<file path="src/rtl/softmax_row_feeder.sv">
// Ping-pong row buffer in front of softmax: fills two N-word banks from a valid/ready
// stream and bursts each complete row as N back-to-back beats followed by a fixed idle gap.
module softmax_row_feeder #(
  parameter int D_W_ACC = 32,
  parameter int N       = 32,
  parameter int ROW_GAP = N + 4
) (
  input  logic               clk,
  input  logic               rst,
  input  logic               enable,
  input  logic               s_valid,
  output logic               s_ready,
  input  logic [D_W_ACC-1:0] s_data,
  output logic               sm_in_valid,
  output logic [D_W_ACC-1:0] sm_qin,
  output logic               row_sent,
  output logic               busy
);

  localparam int IDX_W = $clog2(N);
  localparam int ADR_W = IDX_W + 1;
  localparam int GAP_W = $clog2(ROW_GAP + 1);
  localparam logic [IDX_W-1:0] LAST_IDX   = IDX_W'(N - 1);
  localparam logic [GAP_W-1:0] LAST_GAP   = GAP_W'(ROW_GAP - 1);
  localparam logic [ADR_W-1:0] BANK1_BASE = ADR_W'(N);

  typedef enum logic [1:0] {
    ST_IDLE  = 2'd0,
    ST_BURST = 2'd1,
    ST_GAP   = 2'd2
  } state_t;

  logic [D_W_ACC-1:0] mem_r [0:2*N-1];
  state_t             state_r;
  logic [1:0]         full_r;
  logic               wr_bank_r;
  logic               rd_bank_r;
  logic [IDX_W-1:0]   wr_idx_r;
  logic [IDX_W-1:0]   rd_idx_r;
  logic [GAP_W-1:0]   gap_cnt_r;
  logic               fill_s;
  logic [ADR_W-1:0]   wr_addr_s;
  logic [ADR_W-1:0]   rd_addr_s;

  // The write bank only refuses data while it still holds an unsent row.
  assign s_ready   = ~full_r[wr_bank_r] & rst;
  assign fill_s    = s_valid & s_ready;
  assign wr_addr_s = {1'b0, wr_idx_r} + (wr_bank_r ? BANK1_BASE : ADR_W'(0));
  assign rd_addr_s = {1'b0, rd_idx_r} + (rd_bank_r ? BANK1_BASE : ADR_W'(0));
  assign busy      = (state_r != ST_IDLE) | (|full_r);

  // Bank storage; contents are qualified by full_r, so no reset is needed.
  always_ff @(posedge clk) begin
    if (fill_s) begin
      mem_r[wr_addr_s] <= s_data;
    end
  end

  // Fill bookkeeping (always live) and the enable-gated burst FSM.
  always_ff @(posedge clk or negedge rst) begin
    if (!rst) begin
      state_r     <= ST_IDLE;
      full_r      <= 2'b00;
      wr_bank_r   <= 1'b0;
      rd_bank_r   <= 1'b0;
      wr_idx_r    <= '0;
      rd_idx_r    <= '0;
      gap_cnt_r   <= '0;
      sm_in_valid <= 1'b0;
      sm_qin      <= '0;
      row_sent    <= 1'b0;
    end else begin
      if (fill_s) begin
        if (wr_idx_r == LAST_IDX) begin
          full_r[wr_bank_r] <= 1'b1;
          wr_idx_r          <= '0;
          wr_bank_r         <= ~wr_bank_r;
        end else begin
          wr_idx_r <= wr_idx_r + IDX_W'(1);
        end
      end
      // A filling bank is never the one being released, so both full_r updates can coexist.
      if (enable) begin
        case (state_r)
          ST_IDLE: begin
            sm_in_valid <= 1'b0;
            row_sent    <= 1'b0;
            if (full_r[rd_bank_r]) begin
              state_r  <= ST_BURST;
              rd_idx_r <= '0;
            end
          end
          ST_BURST: begin
            sm_in_valid <= 1'b1;
            sm_qin      <= mem_r[rd_addr_s];
            if (rd_idx_r == LAST_IDX) begin
              row_sent          <= 1'b1;
              full_r[rd_bank_r] <= 1'b0;
              rd_bank_r         <= ~rd_bank_r;
              rd_idx_r          <= '0;
              gap_cnt_r         <= '0;
              state_r           <= ST_GAP;
            end else begin
              row_sent <= 1'b0;
              rd_idx_r <= rd_idx_r + IDX_W'(1);
            end
          end
          ST_GAP: begin
            sm_in_valid <= 1'b0;
            row_sent    <= 1'b0;
            if (gap_cnt_r == LAST_GAP) begin
              state_r <= ST_IDLE;
            end else begin
              gap_cnt_r <= gap_cnt_r + GAP_W'(1);
            end
          end
          default: begin
            state_r     <= ST_IDLE;
            sm_in_valid <= 1'b0;
            row_sent    <= 1'b0;
          end
        endcase
      end
    end
  end

endmodule
</file>
<file path="config.mk">
export PLATFORM = sky130hd
export DESIGN_NAME = softmax_row_feeder
export DESIGN_NICKNAME = d
export VERILOG_FILES = /design/src/rtl/softmax_row_feeder.sv
export SDC_FILE = /design/constraint.sdc
export NUM_CORES = 2
export LEC_CHECK = 0
export ABC_CLOCK_PERIOD_IN_PS = 4500
export CORE_MARGIN = 1.5
export CORE_UTILIZATION = 50
export CTS_BUF_LIST = sky130_fd_sc_hd__clkbuf_16
export CTS_CLUSTER_SIZE = 8
export DETAILED_ROUTE_END_ITERATION = 6
export GPL_ROUTABILITY_DRIVEN = 1
export PLACE_DENSITY_LB_ADDON = 0.25
export SYNTH_ARGS = -nofsm -noshare
export SYNTH_HDL_FRONTEND = slang
export SYNTH_SLANG_ARGS = --single-unit
</file>
<file path="constraint.sdc">
create_clock -name clk -period 4.5 [get_ports clk]
set_input_delay 0.675 -clock clk [delete_from_list [all_inputs] [get_ports clk]]
set_output_delay 0.675 -clock clk [all_outputs]
set_load 0.1 [all_outputs]
</file>
Word level (Yosys, flattened, before mapping)
Memories as Yosys holds them, arrays and structs flattened. A register that Yosys moved wholly into a read port is not among the register bits.
Cells that the tools add are included.
{"block": "word_totals", "in_bits": 36, "mem_count": 1, "latchBits": 0, "rom_bits": 0, "ff_bits": 24, "ramBits": 2048}
{"block": "op_classes", "n_bitwise": 9, "n_addsub": 5, "n_mux": 31, "reduce_logical": 14, "n_shift": 0, "n_eq_ne": 9, "div_mod_pow": 0, "n_mul": 0, "n_lt_le_gt_ge": 4}
{"name": "mem_r", "depth": 64, "word_bits": 32, "read_ports": 1, "rd_ports_with_merged_regs": 1, "wr": 1, "line_no": "33", "source": "logic [D_W_ACC-1:0] mem_r [0:2*N-1];"}
{"operator": "6-bit 2-to-1 mux", "n": 4}
{"operator": "2-bit 2-to-1 mux", "n": 8}
{"operator": "5-bit 2-to-1 mux", "n": 3}
{"operator": "5-bit by 6-bit adder with 6-bit output", "n": 2}
{"operator": "6-bit one-hot mux with 2 select lines", "n": 1}
{"operator": "1-bit 2-to-1 mux", "n": 11}
{"operator": "5-bit by 1-bit adder with 5-bit output, second input constant", "n": 2}
{"operator": "5-bit == test, second input constant", "n": 2}
{"operator": "5-bit one-hot mux with 2 select lines", "n": 1}
{"operator": "2-bit != test, second input constant", "n": 4}
{"operator": "4-bit AND reduction", "n": 2}
{"operator": "6-bit by 1-bit adder with 6-bit output, second input constant", "n": 1}
{"operator": "6-bit == test, second input constant", "n": 1}
{"operator": "2-bit one-hot mux with 3 select lines", "n": 1}
{"operator": "3-bit AND reduction", "n": 2}
{"operator": "2-bit nonzero test", "n": 3}
{"operator": "1-bit by 2-bit less-than comparator with 1-bit output, second input constant", "n": 2}
{"operator": "2-bit AND reduction", "n": 2}
{"operator": "1-bit NOT", "n": 3}
{"operator": "1-bit bitwise AND", "n": 2}
{"operator": "2-bit bitwise AND", "n": 1}
{"operator": "1-bit demux with 1-bit select", "n": 2}
{"operator": "2-bit by 1-bit == test with 1-bit output, second input constant", "n": 1}
{"operator": "2-bit == test, second input constant", "n": 1}
{"operator": "other kinds (8)", "n": 10}

Logic depth before layout (Yosys ltp)
{"block": "logic_depth", "depth_word": 11, "ltp_mapped": 12, "mapped_depth_nobuf": 8}

Worst setup path before layout
No wires, ideal clock.
{"block": "synth_path", "path_kind": "input port to flip-flop", "startpoint": "input s_valid", "endpoint": "memory mem_r[54][0] (enable)", "t_arrival_ps": 2855, "setup_time_ps": 421, "stages": 4, "slack_ps": 1224, "path_cell_list": "and3_1 > clkbuf_1 > nand4b_1 > nor2_1"}
{"block": "synth_via", "elab_chain_cells": 3}
{"element": "start: declaration", "line_no": "11", "source": "input logic s_valid,"}
{"element": "1-bit bitwise AND", "line_no": "47", "source": "assign fill_s = s_valid & s_ready;"}
{"element": "1-bit 2-to-1 mux", "line_no": "54", "source": "if (fill_s) begin"}
{"element": "1-bit 2-to-1 mux (not written as such)", "line_no": "55", "source": "mem_r[wr_addr_s] <= s_data;"}
{"element": "end: declaration", "line_no": "33"}
Every way passes these cells.

Worst setup path in the final report
{"block": "layout_path", "startpoint": "register rd_idx_r[2]", "endpoint": "register sm_qin[24], read port of mem_r"}
{"block": "layout_via", "elab_chain_cells": 1}
{"element": "start: declaration", "line_no": "39", "source": "logic [IDX_W-1:0] rd_idx_r;"}
{"element": "start signal: assignment", "line_no": "105", "source": "rd_idx_r <= rd_idx_r + IDX_W'(1);"}
{"element": "5-bit by 6-bit adder with 6-bit output", "line_no": "49", "source": "assign rd_addr_s = {1'b0, rd_idx_r} + (rd_bank_r ? BANK1_BASE : ADR_W'(0));"}
{"element": "end: declaration", "line_no": "15", "source": "output logic [D_W_ACC-1:0] sm_qin,"}
Every way passes these cells.
A chain may end at the register's enable or synchronous reset.

==> reports/results.txt <==
Outcome - finished clean
Arrival time worst endpoint - 4.73 ns
Element type at the critical path start - flip-flop
Yosys warns - 0
Routability Congestion - 0.880
Initial antenna violation count - 7
Synth Register Bits - 2104
Max transition margin - 0.137
R2r setup slk - 0.49 ns
Setup violators final - 0
Layout cell share with drive strength beyond 1 - 0.259
Hpwl dp - 114000 µm
Final cycle utilization of the critical path - 0.891
Peak VDD IR - 0.432 mV
CTS buffer count - 313
PortBufs - 71
Fin util - 0.583
CTS tree - yes
CP max FO - 66
DR iter-0 viols - 5088
Area growth syn-to-layout - 16.0%
Core Region - 0.160 mm²
Worst Setup SP - rd_idx_r[2]
Clock Sinks - 2104
Vias - 39700
Post-Syn Area per Cell - 21.5 µm²
Via-per-instance ratio - 6.25
WL final - 203000 µm
Synthesized net count - 3778
Num rows - 147
Max Cap Viol - 0
Global-route wire length before repair - 291000 µm
Dominant synthesized flop cell - edfxtp_1
Synth async-reset ratio - 0.0266
Post-Syn Instances - 3737
Design area - 0.0934 mm²
CP required - 5.22 ns
FF-to-FF path depth - 6
Pwr dens - 530 mW/mm²
Leakage - 29.2 nW
Fmax - 249 MHz
Post-synth top area share - 0.764
Clk_skew - 0.0480 ns
Die Width - 404 µm
Largest net degree at the start of global routing - 82
Post-synth cell types - 60
Synthesized area - 0.0805 mm²
Worst setup EP type - flip-flop
Root Buffer - clkbuf_16
Min cycle time layout - 4.01 ns
Post-synth EDFFs - 2048
Slew Limit Fails - 0
HP Class - input pin to flip-flop
GRT Total Usage - 0.252
Hold Slack - 0.189 ns
Hold Vio Cnt, Final - 0
Vert. Die Dim - 404 µm
Die area - 0.163 mm²
DR pass1 iterations - 6
Area post-placement - 0.0850 mm²
H-tree depth - 5
Worst-Margin Slew - 1.29 ns
RSZ-0062 raised after global routing - no
Post-synth top area cell - edfxtp_1
Kind of critical path - flip-flop to flip-flop
Clock Latency Late Sink - 0.89 ns
Post-CTS Repair Setup Buffers - 0
Total negative slack - 0 ns
Final antenna-violating net count - 0
NumNets Final - 4142
Gr ovfl total - 0
Worst-case clock buffer depth - 4
Final Power - 0.0495 W
Worst r2r src - rd_idx_r[2]
Worst setup path end - sm_qin[24]
CTS clock-pin slew for the worst setup and hold paths - 0.05 ns
Vias in the first global route - 40300
I/O pin cnt - 72
RR Endpoint - sm_qin[24]
Wirelength per Cell - 32.0 µm
Seq/Total Area, Yosys - 0.781
Top cells by area, synth - edfxtp_1, mux4_2, mux2i_1
Initial Utilization - 0.503
DRC violations left - 0
-- flip-flops by register name, summed over array words and instances, names as in the netlist --
signal       count
sm_in_valid      1
wr_bank_r        1
gap_cnt_r        6
rd_bank_r        1
state_r          2
full_r           2
rd_idx_r         5
sm_qin          32
wr_idx_r         5
row_sent         1
mem_r         2048
-- power by group --
part | total [W] | internal (W) | switching [W]
sequential | 0.0222 | 0.0219 | 0.000315
clock | 0.0202 | 0.0125 | 0.00769
combinational | 0.00706 | 0.00298 | 0.00408
total | 0.0495 | 0.0374 | 0.0121
-- cells by family (layout without fill, tap and decap cells) --
group           after synthesis  count (layout)  share of synthesized area
flops                      2104            2104                      0.781
mux                         668             668                      0.153
simple gates                380             380                     0.0215
compound gates              355             355                     0.0287
buf+inv                     218             676                     0.0137
xor+xnor                      7               7                   0.000762
fa+ha+maj                     5               5                   0.000777
other cells                   0               2                          0
-- worst min path at each step --
stage / startpoint / end / depth (start not counted)
floorplan: rst / full_r[0] / 0
global placement: sm_qin[5] / sm_qin[5] / 2
detailed placement: sm_qin[30] / sm_qin[30] / 2
CTS: s_data[25] / mem_r[51][25] / 1
global route: s_data[25] / mem_r[59][25] / 1
finish: s_data[25] / mem_r[59][25] / 1
-- synthesized netlist by cell type, drive strengths merged (3+ instances only) --
| library cell | number |
|---|---|
| a211oi | 17 |
| a21oi | 23 |
| a22o | 3 |
| a22oi | 58 |
| a31oi | 3 |
| a32oi | 41 |
| and2 | 6 |
| and3 | 5 |
| buf | 120 |
| clkbuf | 94 |
| dfrtp | 56 |
| edfxtp | 2048 |
| ha | 5 |
| inv | 4 |
| mux2 | 6 |
| mux2i | 211 |
| mux4 | 451 |
| nand2 | 137 |
| nand2b | 7 |
| nand3 | 52 |
| nand3b | 5 |
| nand4 | 3 |
| nor2 | 111 |
| nor2b | 6 |
| nor3 | 4 |
| o21ai | 128 |
| o22a | 14 |
| o22ai | 51 |
| or3 | 31 |
| xor2 | 5 |
-- layer usage --
metal / GRT usage / share of wire / wire, µm / up-vias
li1: - / - / - / 16300
met3: 0.0529 / 0.090 / 18300 / 343
met2: 0.392 / 0.48 / 97200 / 1899
met5: 0 / 0.000054 / 11 / -
met1: 0.359 / 0.40 / 81700 / 21100
met4: 0.0827 / 0.030 / 6110 / 2
-- metrics by stage --
stage,instances,worst slack (ns)
after floorplan,3737,1.22
after global placement,5945,0.530
after detailed placement,5945,0.504
after CTS,6355,0.648
after global routing,6355,0.394
final,6357,0.491
-- worst max-delay path, cell delays in order (launching register included) --
cell      delay (ns)
dfrtp_4         0.93
buf_12          0.41
or3b_1          0.73
o22ai_1         0.45
a211oi_1        0.14
a21oi_1         0.87
o21ai_1         0.17
-- cell type report --
cell class,instances,area [µm²]
antenna,2,5.00
clock buffer,321,8030
clock inverter,88,375
fill,11500,66800
inverter,4,16.3
multi-input combinational,1415,17000
sequential,2104,62900
tap,2160,2700
timing repair buffer,263,2340
-- layout by cell type, fill, tap and decap left out, types with 3 or more instances in the layout --
| master | instances |
|---|---|
| dfrtp_4 | 4 |
| nand3b_1 | 5 |
| nor2b_1 | 3 |
| mux4_2 | 451 |
| o21ai_1 | 87 |
| o21ai_0 | 41 |
| buf_4 | 164 |
| edfxtp_1 | 2048 |
| inv_1 | 85 |
| buf_12 | 28 |
| nor2_1 | 47 |
| and2_1 | 5 |
| ha_1 | 5 |
| buf_2 | 33 |
| a32oi_1 | 41 |
| nand3_1 | 52 |
| mux2i_1 | 211 |
| and3_1 | 5 |
| o22ai_1 | 51 |
| a21oi_1 | 23 |
| a22oi_1 | 58 |
| clkdlybuf4s50_1 | 37 |
| a211oi_1 | 17 |
| nand4_1 | 3 |
| or3_1 | 31 |
| inv_6 | 3 |
| a22o_1 | 3 |
| nand2b_1 | 7 |
| nor3_1 | 3 |
| dfrtp_1 | 51 |
| o22a_1 | 14 |
| xor2_1 | 5 |
| nand2_1 | 137 |
| clkbuf_16 | 321 |
| mux2_2 | 6 |
| nor2_4 | 64 |
| a31oi_1 | 3 |
-- what timing repair did --
item	in CTS	in global routing
gates resized for setup	0	0
endpoints found under the hold margin	11	0
hold buffers	1	0
Note: power is estimated with default switching activity, not from simulation.
